## src/rtl/rgb_timing_gen.sv

```systemverilog
// Video timing generator with test patterns.
// Emits one pixel per valid/ready handshake.
module rgb_timing_gen #(
  parameter int unsigned H_ACTIVE = 1920,
  parameter int unsigned H_FP     = 88,
  parameter int unsigned H_SYNC   = 44,
  parameter int unsigned H_BP     = 148,
  parameter int unsigned V_ACTIVE = 1080,
  parameter int unsigned V_FP     = 4,
  parameter int unsigned V_SYNC   = 5,
  parameter int unsigned V_BP     = 36
) (
  input  logic        clk_i,
  input  logic        rst_i,
  input  logic        enable_i,
  input  logic [1:0]  pattern_i,
  input  logic [23:0] solid_i,
  input  logic        ready_i,
  output logic [7:0]  r_o,
  output logic [7:0]  g_o,
  output logic [7:0]  b_o,
  output logic        hsync_o,
  output logic        vsync_o,
  output logic        vde_o,
  output logic        valid_o,
  output logic        frame_start_o,
  output logic [15:0] frame_cnt_o
);

  localparam int unsigned H_TOT = H_ACTIVE + H_FP + H_SYNC + H_BP;
  localparam int unsigned V_TOT = V_ACTIVE + V_FP + V_SYNC + V_BP;
  localparam int unsigned HW = (H_TOT > 2) ? $clog2(H_TOT) : 1;
  localparam int unsigned VW = (V_TOT > 2) ? $clog2(V_TOT) : 1;

  localparam int unsigned HS_BEG = H_ACTIVE + H_FP;
  localparam int unsigned HS_END = HS_BEG + H_SYNC;
  localparam int unsigned VS_BEG = V_ACTIVE + V_FP;
  localparam int unsigned VS_END = VS_BEG + V_SYNC;

  typedef enum logic {
    IDLE,
    RUN
  } state_t;

  state_t        state_q, state_d;
  logic [HW-1:0] hcnt_q, hcnt_d;
  logic [VW-1:0] vcnt_q, vcnt_d;
  logic [15:0]   fcnt_q, fcnt_d;
  logic [1:0]    pat_q, pat_d;
  logic [23:0]   solid_q, solid_d;

  logic [31:0] h32;
  logic [31:0] v32;
  logic        h_last;
  logic        v_last;
  logic [2:0]  bar;

  assign h32    = 32'(hcnt_q);
  assign v32    = 32'(vcnt_q);
  assign h_last = (h32 == H_TOT - 1);
  assign v_last = (v32 == V_TOT - 1);
  assign bar    = 3'((h32 * 8) / H_ACTIVE);

  // State, counters and latched pattern; reset wins over everything.
  always_ff @(posedge clk_i) begin
    if (rst_i) begin
      state_q <= IDLE;
      hcnt_q  <= '0;
      vcnt_q  <= '0;
      fcnt_q  <= '0;
      pat_q   <= 2'd3;
      solid_q <= '0;
    end else begin
      state_q <= state_d;
      hcnt_q  <= hcnt_d;
      vcnt_q  <= vcnt_d;
      fcnt_q  <= fcnt_d;
      pat_q   <= pat_d;
      solid_q <= solid_d;
    end
  end

  // Next state: counters move on handshakes; frames always complete.
  always_comb begin
    state_d = state_q;
    hcnt_d  = hcnt_q;
    vcnt_d  = vcnt_q;
    fcnt_d  = fcnt_q;
    pat_d   = pat_q;
    solid_d = solid_q;
    unique case (state_q)
      IDLE: begin
        if (enable_i) begin
          state_d = RUN;
          hcnt_d  = '0;
          vcnt_d  = '0;
          pat_d   = pattern_i;
          solid_d = solid_i;
        end
      end
      RUN: begin
        if (ready_i) begin
          if (h_last) begin
            hcnt_d = '0;
            if (v_last) begin
              vcnt_d  = '0;
              fcnt_d  = fcnt_q + 16'd1;
              pat_d   = pattern_i;
              solid_d = solid_i;
              if (!enable_i) state_d = IDLE;
            end else begin
              vcnt_d = vcnt_q + 1'b1;
            end
          end else begin
            hcnt_d = hcnt_q + 1'b1;
          end
        end
      end
    endcase
  end

  // Timing flags and pixel colour from registered values only.
  always_comb begin
    valid_o       = (state_q == RUN);
    vde_o         = (h32 < H_ACTIVE) && (v32 < V_ACTIVE);
    hsync_o       = (h32 >= HS_BEG) && (h32 < HS_END);
    vsync_o       = (v32 >= VS_BEG) && (v32 < VS_END);
    frame_start_o = valid_o && ready_i && (h32 == 0) && (v32 == 0);
    frame_cnt_o   = fcnt_q;
    r_o           = '0;
    g_o           = '0;
    b_o           = '0;
    if (valid_o && vde_o) begin
      unique case (pat_q)
        2'd0: begin
          r_o = {8{~bar[1]}};
          g_o = {8{~bar[2]}};
          b_o = {8{~bar[0]}};
        end
        2'd1: begin
          r_o = h32[7:0];
          g_o = v32[7:0];
          b_o = 8'(h32 + v32);
        end
        2'd2: {r_o, g_o, b_o} = solid_q;
        2'd3: ;
      endcase
    end
  end

endmodule

```

## config.mk

```make
export PLATFORM = sky130hd
export DESIGN_NAME = rgb_timing_gen
export DESIGN_NICKNAME = d
export VERILOG_FILES = /design/src/rtl/rgb_timing_gen.sv
export SDC_FILE = /design/constraint.sdc
export NUM_CORES = 1
export LEC_CHECK = 0
export CORE_ASPECT_RATIO = 0.75
export CORE_MARGIN = 1.5
export CORE_UTILIZATION = 50
export CTS_BUF_LIST = sky130_fd_sc_hd__clkbuf_8
export CTS_CLUSTER_SIZE = 14
export DETAILED_ROUTE_END_ITERATION = 16
export GPL_ROUTABILITY_DRIVEN = 0
export PLACE_DENSITY = 0.85
export SLEW_MARGIN = 20
export SYNTH_ARGS = -nofsm -noshare
export SYNTH_HDL_FRONTEND = slang
export SYNTH_SLANG_ARGS = --single-unit
```

## constraint.sdc

```tcl
create_clock -name clk_i -period 4.3 [get_ports clk_i]
set_input_delay 0.645 -clock clk_i [delete_from_list [all_inputs] [get_ports clk_i]]
set_output_delay 0.645 -clock clk_i [all_outputs]
set_load 0.005 [all_outputs]
```

==> insert_results.sql, run 1 <==
INSERT INTO impl_metrics (metric_group, metric, value, unit) VALUES
('power', 'internal-power', '1.01', 'mW'),
('worst_setup_path', 'crit_slowest_cell', 'sky130_fd_sc_hd__or4_4', ''),
('power', 'peakVddDrop', '0.000168', 'V'),
('sta', 'finalMaxSlewViolations', '0', ''),
('route', 'first_pass_iters', '5', ''),
('worst_setup_path', 'critical_path_arrival', '4.35', 'ns'),
('route', 'drtIter0Drc', '523', ''),
('grt', 'global_route_wire_length_before_repair', '25.7', 'mm'),
('outcome', 'outcome', 'complete, but fails checks', ''),
('clock_network', 'h_tree_depth', '3', ''),
('synth', 'synthesis.area', '4510', 'um^2'),
('floorplan', 'die_y', '85.2', 'um'),
('grt', 'globalRoute.totalOverflow', '0', ''),
('worst_setup_path', 'worstRegToRegCells', '16', ''),
('worst_setup_path', 'worstPathMaxFanout', '6', ''),
('grt', 'vias_in_the_first_global_route', '5307', ''),
('synth', 'synth.lib_cells_used.distinct', '70', ''),
('route', 'avgViaCountPerCell', '6.36', ''),
('power', 'power.density', '221', 'nW/um^2'),
('sta', 'max_freq', '200', 'MHz'),
('worst_setup_path', 'timing.critical_path.max_delay_family', 'simple AND/OR/NAND/NOR gates', ''),
('synth', 'postSynthRegisterBits', '66', ''),
('floorplan', 'die-area', '9600', 'um^2'),
('worst_setup_path', 'r2r_setup_slack', '-0.02', 'ns'),
('power', 'net_switching_power_of_the_design', '432', 'uW'),
('power', 'power.share.sequential', '0.445', ''),
('grt', 'grt_antenna_before_repair', '0', ''),
('clock_network', 'cts_root_buf', 'sky130_fd_sc_hd__clkbuf_8', ''),
('min_path', 'holdCritPathClass', 'register to register', ''),
('grt', 'grt_start_max_net_pins', '31', ''),
('worst_setup_path', 'critPathLaunchType', 'register', ''),
('sta', 'min_period', '4.99', 'ns'),
('floorplan', 'floorplan.initialDensity', '0.524', ''),
('synth', 'netlist.area_leader.share', '0.293', ''),
('synth', 'synth_sequential_area_ratio', '0.293', ''),
('worst_setup_path', 'timing.critical_path.slowest_cell_delay', '0.53', 'ns'),
('finish', 'area.sequential', '1330', 'um^2'),
('route', 'route.vias.total', '5574', ''),
('finish', 'stdcell_count', '877', ''),
('floorplan', 'die_width', '113', 'um'),
('power', 'sw_frac_of_total', '0.299', ''),
('worst_setup_path', 'worst_r2r_startpoint', 'hcnt_q[1]', ''),
('synth', 'synth_area_leaders', 'sky130_fd_sc_hd__dfxtp_1 (29%), sky130_fd_sc_hd__nand2_1 (9.2%), sky130_fd_sc_hd__a21oi_1 (8.9%)', ''),
('clock_network', 'insertion_delay', '0.36', 'ns'),
('route', 'drcViolationCount', '0', ''),
('worst_setup_path', 'cp_num_cells', '17', ''),
('clock_network', 'clock_tree_from_tritoncts', 'yes', ''),
('finish', 'final_design_area_no_fill', '6520', 'um^2'),
('clock_network', 'clockBufferDepth', '2', ''),
('floorplan', 'coreArea', '8600', 'um^2'),
('placement', 'placedInstanceArea', '5880', 'um^2'),
('sta', 'clock-skew-final', '0.00972', 'ns'),
('power', 'power.total', '1.44', 'mW'),
('placement', 'dpl.hpwl', '10.7', 'mm'),
('finish', 'mostFrequentLayoutCells', 'sky130_fd_sc_hd__nand2_1 (109), sky130_fd_sc_hd__buf_4 (88), sky130_fd_sc_hd__nor2_1 (69)', ''),
('route', 'detail-route-antenna-nets', '0', ''),
('finish', 'mostFrequentLayoutCell', 'sky130_fd_sc_hd__nand2_1', ''),
('flow_run', 'number_of_violations_of_the_max_capacitance_limit', '0', ''),
('floorplan', 'placementRows', '29', ''),
('finish', 'final.fill_count', '581', ''),
('worst_setup_path', 'crit_buf_inv', '5', ''),
('finish', 'multiInputGateArea', '3340', 'um^2'),
('outcome', 'failed_checks', 'negative setup slack', ''),
('placement', 'portBuffers', '74', ''),
('synth', 'postSynth.asyncResetShare', '0', ''),
('sta', 'timing.final.setup_violations', '25', ''),
('worst_setup_path', 'critical_path.endpoint_type', 'output port', ''),
('finish', 'design.final.nets', '809', ''),
('clock_network', 'clock_sinks', '66', ''),
('placement', 'dp.cells', '830', ''),
('sta', 'worst_slack', '-0.690', 'ns');
==> Yosys cell counts, types with 7 or more instances <==
library cell               count
sky130_fd_sc_hd__a21o_1       10
sky130_fd_sc_hd__a21oi_1      80
sky130_fd_sc_hd__a22oi_1       9
sky130_fd_sc_hd__a31oi_1      11
sky130_fd_sc_hd__and3_1       12
sky130_fd_sc_hd__clkbuf_1     34
sky130_fd_sc_hd__dfxtp_1      66
sky130_fd_sc_hd__ha_1         14
sky130_fd_sc_hd__inv_1        11
sky130_fd_sc_hd__nand2_1     111
sky130_fd_sc_hd__nand3_1      15
sky130_fd_sc_hd__nand4_1      11
sky130_fd_sc_hd__nor2_1       70
sky130_fd_sc_hd__nor2b_1       7
sky130_fd_sc_hd__nor3_1        9
sky130_fd_sc_hd__nor4_1        9
sky130_fd_sc_hd__o21ai_0      11
sky130_fd_sc_hd__or3_1        13
sky130_fd_sc_hd__xnor2_1      14
sky130_fd_sc_hd__xor2_1       26
==> worst min-delay path by stage <==
stage	depth (start not counted)	from	slack [ns]	end
after floorplan	2	solid_q[10]	0.43	solid_q[10]
after global placement	2	solid_q[12]	0.44	solid_q[12]
after detailed placement	2	solid_q[14]	0.45	solid_q[14]
after CTS	2	solid_q[14]	0.46	solid_q[14]
after global routing	2	solid_q[14]	0.48	solid_q[14]
final	2	solid_q[14]	0.46	solid_q[14]
==> registers in the layout, indices dropped and copies added (netlist names) <==
| signal | count |
|---|---|
| pat_q | 2 |
| solid_q | 24 |
| vcnt_q | 11 |
| frame_cnt_o | 16 |
| valid_o | 1 |
| hcnt_q | 12 |
==> per-layer routing <==
metal	part of all wire	global-route usage
met5	0	0
met4	0.044	0.150
met3	0.088	0.0800
met2	0.48	0.560
met1	0.39	0.410
==> cell families (layout without fill, tap and decap cells) <==
logic type	Yosys count	after routing	synth area share
flip-flops	66	66	0.293
XOR/XNOR	41	41	0.0813
multiplexers	6	6	0.0150
buffers and inverters	54	203	0.0494
AO/OA/AOI/OAI	155	155	0.219
adder cells (fa/ha/maj)	15	15	0.0433
AND/OR/NAND/NOR	283	283	0.299
==> power groups by stage <==
stage | sequential [mW] | combinational [mW] | clock, mW
floorplan | 0.651 | 0.124 | 0
global placement | 0.653 | 0.202 | 0
detailed placement | 0.654 | 0.209 | 0
CTS | 0.640 | 0.229 | 0.545
global route | 0.642 | 0.271 | 0.578
finish | 0.642 | 0.256 | 0.546
==> per-stage QoR <==
| stage | hold WS [ns] | setup WS (ns) |
|---|---|---|
| global route | 0.479 | -0.735 |
| floorplan | 0.432 | -0.0102 |
| CTS | 0.457 | -0.567 |
| detailed placement | 0.447 | -0.501 |
| finish | 0.461 | -0.690 |
| global placement | 0.440 | -0.306 |
==> area by class of cell <==
type                            count  area share
Clock buffer                        9      0.0190
Timing Repair Buffer              176       0.225
Tap cell                          108      0.0207
Sequential cell                    66       0.203
Clock inverter                      7      0.0121
Multi-Input combinational cell    500       0.513
Inverter                           11     0.00672
==> what timing repair did <==
action | 4_1_cts | 5_1_grt
pin swaps | 28 | 30
resized for setup | 111 | 41
setup buffers | 21 | 13
setup endpoints to repair | 24 | 27
==> worst register-to-register path: stages, from the launching register on <==
cell and delay (ns):
sky130_fd_sc_hd__dfxtp_2 0.35, sky130_fd_sc_hd__buf_6 0.10, sky130_fd_sc_hd__inv_4 0.04, sky130_fd_sc_hd__ha_4 0.16, sky130_fd_sc_hd__or4b_4 0.50, sky130_fd_sc_hd__or4_4 0.53, sky130_fd_sc_hd__and2_4 0.18, sky130_fd_sc_hd__buf_4 0.14
sky130_fd_sc_hd__nor4_1 0.29, sky130_fd_sc_hd__a21o_1 0.19, sky130_fd_sc_hd__o311ai_4 0.12, sky130_fd_sc_hd__xnor2_2 0.21, sky130_fd_sc_hd__buf_4 0.18, sky130_fd_sc_hd__o31ai_4 0.25, sky130_fd_sc_hd__mux2_4 0.39, sky130_fd_sc_hd__or4_1 0.49
sky130_fd_sc_hd__a21oi_1 0.15
(Power assumes the default switching activity.)
==> run 2: changes to the inputs <==
--- a/config.mk
+++ b/config.mk
@@ -5,9 +5,11 @@
 export SDC_FILE = /design/constraint.sdc
 export NUM_CORES = 1
 export LEC_CHECK = 0
+export CELL_PAD_IN_SITES_DETAIL_PLACEMENT = 0
+export CELL_PAD_IN_SITES_GLOBAL_PLACEMENT = 1
 export CORE_ASPECT_RATIO = 0.75
 export CORE_MARGIN = 1.5
-export CORE_UTILIZATION = 50
+export CORE_UTILIZATION = 36
 export CTS_BUF_LIST = sky130_fd_sc_hd__clkbuf_8
 export CTS_CLUSTER_SIZE = 14
 export DETAILED_ROUTE_END_ITERATION = 16
==> run 2 against run 1 <==
Compared with the run above: the flow still finishes with violations (negative setup slack); register-to-register slack improved by 0.12 ns; global-route usage fell by 12 points; clock skew rose by 0.0021 ns; via count fell by 10%; critical path type unchanged; largest cell class unchanged.
==> insert_results.sql, run 2 (same netlist as run 1, synthesis figures left out) <==
INSERT INTO impl_metrics (metric_group, metric, value, unit) VALUES
('outcome', 'failed_checks', 'negative setup slack', ''),
('sta', 'clock-skew-final', '0.0118', 'ns'),
('sta', 'min_period', '4.72', 'ns'),
('clock_network', 'h_tree_depth', '3', ''),
('finish', 'post_route_cells_drive_above_1_share', '0.256', ''),
('worst_setup_path', 'worstPathMaxFanout', '7', ''),
('sta', 'timing.final.setup_violations', '16', ''),
('floorplan', 'die_y', '99.9', 'um'),
('route', 'route.vias.total', '5005', ''),
('clock_network', 'clockBufferDepth', '2', ''),
('finish', 'top_register', 'solid_q', ''),
('finish', 'mostFrequentLayoutCells', 'sky130_fd_sc_hd__nand2_1 (109), sky130_fd_sc_hd__buf_4 (86), sky130_fd_sc_hd__nor2_1 (69)', ''),
('clock_network', 'cts-buffers-inserted', '9', ''),
('grt', 'global_route.usage.total', '0.215', ''),
('route', 'aggregate_routed_wire_length', '14.7', 'mm'),
('flow_run', 'number_of_violations_of_the_max_capacitance_limit', '0', ''),
('finish', 'design.final.nets', '801', ''),
('worst_setup_path', 'critical_path.endpoint_type', 'output port', ''),
('grt', 'grt_antenna_before_repair', '0', ''),
('finish', 'mostFrequentLayoutCell', 'sky130_fd_sc_hd__nand2_1', ''),
('sta', 'whs', '0.453', 'ns'),
('placement', 'dp.cells', '889', ''),
('route', 'drcViolationCount', '0', ''),
('clock_network', 'insertion_delay', '0.35', 'ns'),
('sta', 'finalHoldViolCount', '0', ''),
('floorplan', 'io_pins', '75', ''),
('floorplan', 'die-area', '13200', 'um^2'),
('placement', 'post-place-ws', '-0.369', 'ns'),
('clock_network', 'clock_sinks', '66', ''),
('clock_network', 'clock_tree_from_tritoncts', 'yes', ''),
('sta', 'setup_tns', '-5.69', 'ns'),
('finish', 'final.fill_count', '1146', ''),
('route', 'drtIter0Drc', '363', ''),
('sta', 'final.period_utilization', '1.10', ''),
('worst_setup_path', 'critPathLaunchType', 'register', ''),
('finish', 'largest_register_ff_count', '24', ''),
('clock_network', 'cts_hold_repair.buffers', '0', ''),
('finish', 'flow.area_growth_from_synthesis', '43.8', '%'),
('floorplan', 'die_width', '132', 'um'),
('placement', 'dpl.hpwl', '10.5', 'mm'),
('min_path', 'holdCritPathClass', 'register to register', ''),
('floorplan', 'placementRows', '35', ''),
('grt', 'vias_in_the_first_global_route', '4591', ''),
('grt', 'global_route_wire_length_before_repair', '23.1', 'mm'),
('sta', 'max_freq', '212', 'MHz'),
('route', 'first_pass_iters', '6', ''),
('outcome', 'outcome', 'complete, but fails checks', ''),
('worst_setup_path', 'critical_path_arrival', '4.07', 'ns'),
('sta', 'transition_time_at_the_pin_with_the_least_slew_margin', '0.649', 'ns'),
('worst_setup_path', 'cp_data_required_time', '3.65', 'ns'),
('grt', 'grt_start_max_net_pins', '49', ''),
('grt', 'globalRoute.totalOverflow', '0', ''),
('route', 'drt-wirelength-per-cell', '15.8', 'um'),
('power', 'peakVddDrop', '0.000150', 'V'),
('power', 'power.density', '214', 'nW/um^2'),
('sta', 'finalMaxSlewViolations', '0', ''),
('power', 'power.leakage', '2.55', 'nW'),
('worst_setup_path', 'worstSetupPathType', 'register to output port', ''),
('finish', 'stdcell_count', '927', ''),
('finish', 'num_antenna_cells', '0', ''),
('floorplan', 'coreArea', '12300', 'um^2'),
('route', 'detail-route-antenna-nets', '0', ''),
('sta', 'grt_setup_unrepaired', 'true', ''),
('placement', 'portBuffers', '74', ''),
('sta', 'worst_slack', '-0.420', 'ns'),
('sta', 'relSlewSlack', '0.567', ''),
('clock_network', 'path_clk_slew', '0.09', 'ns'),
('clock_network', 'cts_root_buf', 'sky130_fd_sc_hd__clkbuf_8', ''),
('route', 'avgViaCountPerCell', '5.40', ''),
('floorplan', 'floorplan.initialDensity', '0.368', '');
[run 2: cell count changes in the layout (fill, tap and decap cells not counted), moves of 4 or more]
cell and change:
sky130_fd_sc_hd__a21oi_1 +4, sky130_fd_sc_hd__a21oi_2 -4, sky130_fd_sc_hd__buf_6 -4, sky130_fd_sc_hd__clkbuf_2 -7
sky130_fd_sc_hd__dlygate4sd2_1 +7
[run 2: worst paths after layout]
path	endpoint	startpoint	slack (ns)	depth (start not counted)
hold / removal	solid_q[12]	solid_q[12]	0.45	2
setup / recovery	b_o[0]	hcnt_q[0]	-0.42	16
hold reg to reg	solid_q[12]	solid_q[12]	0.45	2
setup reg to reg	hcnt_q[9]	hcnt_q[0]	0.10	14
[run 2: report_power, final]
group | switching, mW | leakage, nW | internal [mW]
logic | 0.127 | 1.93 | 0.113
clock network | 0.282 | 0.0848 | 0.219
registers | 0.0166 | 0.538 | 0.628
total | 0.426 | 2.55 | 0.960
[run 2: per-layer routing]
metal / share of wire / track usage / wire, um / up-vias
met2: 0.45 / 0.333 / 6570 / 149
met4: 0.011 / 0.0583 / 156 / 0
met3: 0.061 / 0.0333 / 901 / 17
li1: - / - / - / 2458
met1: 0.48 / 0.312 / 7060 / 2381
met5: 0 / 0 / 0 / -
[run 2: worst max-delay path, stage by stage, from the launching register on]
cell                        delay (ns)
sky130_fd_sc_hd__dfxtp_2          0.37
sky130_fd_sc_hd__inv_4            0.06
sky130_fd_sc_hd__ha_4             0.16
sky130_fd_sc_hd__or3b_4           0.37
sky130_fd_sc_hd__o31a_1           0.28
sky130_fd_sc_hd__o32a_4           0.45
sky130_fd_sc_hd__a2111oi_4        0.34
sky130_fd_sc_hd__buf_4            0.17
sky130_fd_sc_hd__nor2b_1          0.07
sky130_fd_sc_hd__o41ai_4          0.37
sky130_fd_sc_hd__nor2_2           0.08
sky130_fd_sc_hd__a2111o_1         0.33
sky130_fd_sc_hd__o21ai_1          0.19
sky130_fd_sc_hd__a21o_4           0.18
sky130_fd_sc_hd__buf_4            0.12
sky130_fd_sc_hd__a21oi_2          0.04
sky130_fd_sc_hd__buf_2            0.14
[run 2: cell type report]
cell class	instances	area [um^2]	share of cell area
timing repair buffer	168	1400	0.215
multi-input combinational	500	3330	0.513
sequential	66	1330	0.204
clock buffer	9	124	0.0191
clock inverter	7	60.1	0.00926
tap	166	208	0.0320
inverter	11	46.3	0.00714
[run 2: repair_timing]
action                                  in CTS  in global routing
gates resized for setup                    102                 24
pin swaps                                   18                 12
endpoints found under the setup margin      24                 24
setup buffers                               15                  7
[run 2: metrics by stage]
| step | total power [mW] | instance area [um^2] | util |
|---|---|---|---|
| floorplan | 0.776 | 4640 | - |
| global placement | 0.857 | 5930 | 0.484 |
| detailed placement | 0.860 | 5930 | 0.484 |
| CTS | 1.38 | 6320 | 0.515 |
| global route | 1.45 | 6490 | 0.529 |
| finish | 1.39 | 6490 | 0.529 |
==> variant 1 (config.mk and constraints of run 1) <==
`V_FP`: 4 -> 2.
--- a/src/rtl/rgb_timing_gen.sv
+++ b/src/rtl/rgb_timing_gen.sv
@@ -6,7 +6,7 @@
   parameter int unsigned H_SYNC   = 44,
   parameter int unsigned H_BP     = 148,
   parameter int unsigned V_ACTIVE = 1080,
-  parameter int unsigned V_FP     = 4,
+  parameter int unsigned V_FP     = 2,
   parameter int unsigned V_SYNC   = 5,
   parameter int unsigned V_BP     = 36
 ) (
Function: no difference found for any inputs over 4 cycles, from zero or initial values and one cycle with rst_i high; that may be too few to reach the edited logic, so the function may still have changed.
==> variant 1 against run 1 <==
The flow still finishes with violations (negative setup slack); setup slack better by 0.30 ns; register-to-register slack better by 0.27 ns; cell count is 5.4% higher; routed wire length rose by 3.7%; synthesized cell count grew 5.5%; critical path depth decreased by 2; highest routed layer unchanged; clock skew is essentially flat; area after synthesis grew 6.0%; sequential cell count unchanged; critical path type unchanged; power is 0.58% lower; design area up 5.0%.
==> variant 1: results (changes against run 1) <==
final_layout:
  fillers: 632  # +8.8%
  nets: 837  # +3.5%
  drive_above_1_share_pct: 26.8  # -0.94 points
routing:
  drtPass1Iterations: 7  # +2
  vias: 5762  # +3.4%
  routedWlPerCell_um: 19.2  # -1.6%
  drt_iter0_drc: 783  # +50%
  vias_per_cell: 6.24  # -1.9%
status:
  violations: "negative setup slack"
  outcome: "complete, but fails checks"
power:
  peakVddDrop_mv: 0.207  # +23%
  p_sw_share_pct: 28.5  # -1.5 points
  leakagePower_uw: 0.00271  # +5.2%
critical_path:
  reg2reg_slack_ns: 0.25  # +0.27 ns
  crit_fanout: 8  # +2
  worstPathArrival_ns: 4.05  # -0.30 ns
place:
  post-dp-hpwl_um: 11100  # +3.5%
  pre_cts_ws_ns: -0.326  # +0.175 ns
logic_synthesis:
  syn_nets: 700  # +5.3%
  syn_inst: 654  # +5.5%
  synth_cell_types: 77  # +10%
global_route:
  grt_use_total_pct: 33.5  # +0.12 points
  grt_pass1_wl_um: 26700  # +3.8%
  grt_max_degree: 28  # -9.7%
timing:
  setup_viol_count_final: 16  # -36%
  finalWorstSetupSlack_ns: -0.395  # +0.295 ns
  fin_tns_setup_ns: -4.77  # +5.18 ns
  whs_ns: 0.463  # +0.00168 ns
worst_hold_path:
  worstHoldStart: "solid_q[10]"
==> variant 1: changes by cell type in the layout (fill, tap and decap cells not counted), sizes merged, moves of 7 or more <==
cell / before / now
dlymetal6s2s: 0 / 9
a21oi: 80 / 69
xnor2: 15 / 23
nand2: 113 / 100
buf: 118 / 111
nand3: 15 / 34
xor2: 26 / 19
==> variant 1: layer usage <==
metal | vias up | global-route usage (%) | part of all wire [%]
li1 | 2600 | - | -
met1 | 2634 | 41.8 | 39
met2 | 425 | 53.7 | 45
met3 | 103 | 9.00 | 11
met4 | 0 | 17.2 | 5.1
met5 | - | 0 | 0
==> variant 1: power by group through the flow <==
stage	Sequential, uW	Clock, uW	Combinational [uW]
2_1_floorplan	651	0	117
3_3_place_gp	656	0	200
3_5_place_dp	657	0	206
4_1_cts	644	536	229
5_1_grt	647	566	267
6_report	645	539	251
==> variant 1: worst paths after layout <==
path / endpoint / cells past startpoint
worst min register to register: solid_q[10] / 2
worst max register to register: hcnt_q[7] / 16
worst max-delay path: b_o[6] / 15
worst min-delay path: solid_q[10] / 2
==> variant 1: area by class of cell <==
class	instances	area [um^2]	share of cell area, %
Multi-Input combinational cell	529	3650	53.3
Tap cell	128	160	2.34
Clock buffer	10	138	2.01
Inverter	16	65.1	0.951
Sequential cell	66	1330	19.4
Clock inverter	6	66.3	0.969
Timing Repair Buffer	169	1440	21.0
==> variant 1: cells by family (layout without fill, tap and decap cells) <==
logic type	after synthesis	after routing	synth area share, %
AO/OA/AOI/OAI	160	160	22.7
flip-flops	66	66	27.6
adder cells (fa/ha/maj)	16	16	4.34
multiplexers	5	5	1.15
AND/OR/NAND/NOR	306	306	31.3
buffers and inverters	59	201	5.23
XOR/XNOR	42	42	7.69
==> variant 1: through the flow <==
step	util [%]	power, uW	area (um^2)
finish	74.7	1430	6840
floorplan	-	768	4780
CTS	71.7	1410	6560
detailed placement	65.3	863	5980
global route	74.7	1480	6840
global placement	65.3	855	5980
==> variant 1: worst max-delay path: stages, from the launching register on <==
cell and delay, ns:
dfxtp_2 0.34, buf_4 0.18, or4_4 0.51, nor4_4 0.18, buf_4 0.18, a32oi_4 0.17
buf_4 0.19, a21oi_1 0.23, a2bb2oi_2 0.27, o21ai_1 0.16, mux2i_4 0.24, nor2b_2 0.11
o21ai_2 0.29, nand3_1 0.14, a211oi_1 0.30, buf_2 0.20
==> variant 1: what timing repair did <==
item,in CTS,in global routing
buffers inserted,17,13
pin swaps,45,27
endpoints found under the setup margin,25,25
cloned,0,0
resized for setup,136,38
==> variant 2 (settings of run 1) <==
Without the edit above. Reset style: asynchronous (`rst_i`), changed in one clocked block.
--- a/src/rtl/rgb_timing_gen.sv
+++ b/src/rtl/rgb_timing_gen.sv
@@ -62,7 +62,7 @@
   assign bar    = 3'((h32 * 8) / H_ACTIVE);
 
   // State, counters and latched pattern; reset wins over everything.
-  always_ff @(posedge clk_i) begin
+  always_ff @(posedge clk_i or posedge rst_i) begin
     if (rst_i) begin
       state_q <= IDLE;
       hcnt_q  <= '0;
Check against the original RTL: differs if rst_i is asserted again (counterexample within 4 cycles, from zero or initial values and one cycle with rst_i high); with rst_i held inactive, the same outputs for 4 cycles.
==> variant 2 against run 1 <==
The flow still finishes with violations (negative setup slack); routed wire length is 1.2% higher; setup slack improved by 0.23 ns; design area grew 6.1%; register-to-register slack improved by 1.1 ns; area after synthesis up 5.2%; clock skew about the same; sequential cell count unchanged; largest cell class unchanged.
Power is not compared: it rests on default switching activity, and its combinational part moved more than twofold at a synthesized area within 25%.
==> variant 2: results (changes against run 1) <==
status:
  outcome: "complete, but fails checks"
  violations: "negative setup slack"
logic_synthesis:
  synth_area_leaders: "dfrtp_1, mux2_2, xnor2_1"
  synthAdderAreaFrac_pct: 4.12  # -0.21 points
  synth_xor_area_share_pct: 9.05  # +0.92 points
  synth.avg_cell_area_um2: 8.90  # +22%
  synth_compound_area_share_pct: 19.4  # -2.6 points
  syn_nets: 578  # -13%
  synth_warnings: 0  # unchanged
  synthArstFlopShare_pct: 100  # +100 points
  ys_top_cells_by_count: "dfrtp_1, a21oi_1, nor2_1"
  yosysSeqAreaShare_pct: 34.9  # +5.6 points
  synth_cell_types: 63  # -10%
  synthMuxAreaShare_pct: 7.07  # +5.6 points
timing:
  setup_viol_count_final: 22  # -12%
  finalClockSkew_ns: 0.00962  # -0.000104 ns
  worst_slew_pin_slew_ns: 1.10  # +0.0620 ns
  fin_tns_setup_ns: -7.13  # +2.82 ns
  finalWorstSetupSlack_ns: -0.456  # +0.234 ns
  whs_ns: 0.475  # +0.0138 ns
final_layout:
  instances_no_fill: 832  # -5.1%
  drive_above_1_share_pct: 36.2  # +8.5 points
  fillers: 616  # +6.0%
  nets: 744  # -8.0%
routing:
  drt_wl_total_um: 17300  # +1.2%
  drtPass1Iterations: 8  # +3
  drt_iter0_drc: 637  # +22%
  vias: 5351  # -4.0%
worst_hold_path:
  min_to: "frame_cnt_o[15]"
  hold_depth: 1  # -1
  worstHoldStart: "frame_cnt_o[15]"
place:
  post-dp-hpwl_um: 11100  # +3.2%
  dp.cells: 784  # -5.5%
  pre_cts_ws_ns: -0.739  # -0.238 ns
critical_path:
  slowest_stage: "or3b_4"
  critPathMaxStageDelay_ns: 0.42  # -0.11 ns
  r2r_start: "hcnt_q[0]"
  setup.worst_path.start: "hcnt_q[1]"
  rr_endpoint: "solid_q[7]"
  crit_fanout: 5  # -1
  worstPathArrival_ns: 4.11  # -0.24 ns
  reg2reg_slack_ns: 1.12  # +1.14 ns
  cp-endpoint: "b_o[1]"
global_route:
  grt_max_degree: 37  # +19%
  grt_pass1_vias: 5115  # -3.6%
  grt_use_total_pct: 32.4  # -1.0 points
  grt_pass1_wl_um: 25200  # -1.7%
[variant 2: cell count changes in the layout (fill, tap and decap cells not counted), sizes merged, moves of 10 or more]
cell	delta
or3	-10
mux2	+25
dfxtp	-66
a21oi	-37
buf	+16
xor2	-12
dfrtp	+64
nor2	-27
nand2	-71
xnor2	+20
[variant 2: metal layers]
layer  global-route usage, %  routed length (um)  vias up
li1                        -                   -     2289
met5                       0                   0        -
met1                    40.1                6500     2503
met4                    13.8                 922        0
met3                    10.2                1930      131
met2                    52.4                7920      428
[variant 2: repair_timing]
action	in CTS	in global routing
buffers inserted	22	13
pin swaps	32	16
endpoints found under the setup margin	24	24
gates resized for setup	131	39
[variant 2: area by class of cell]
type | count | area, um^2 | share of cell area, %
Clock buffer | 9 | 124 | 1.79
Sequential cell | 66 | 1650 | 23.9
Timing Repair Buffer | 191 | 1540 | 22.2
Multi-Input combinational cell | 418 | 3310 | 47.9
Tap cell | 128 | 160 | 2.32
Inverter | 13 | 48.8 | 0.706
Clock inverter | 7 | 75.1 | 1.09
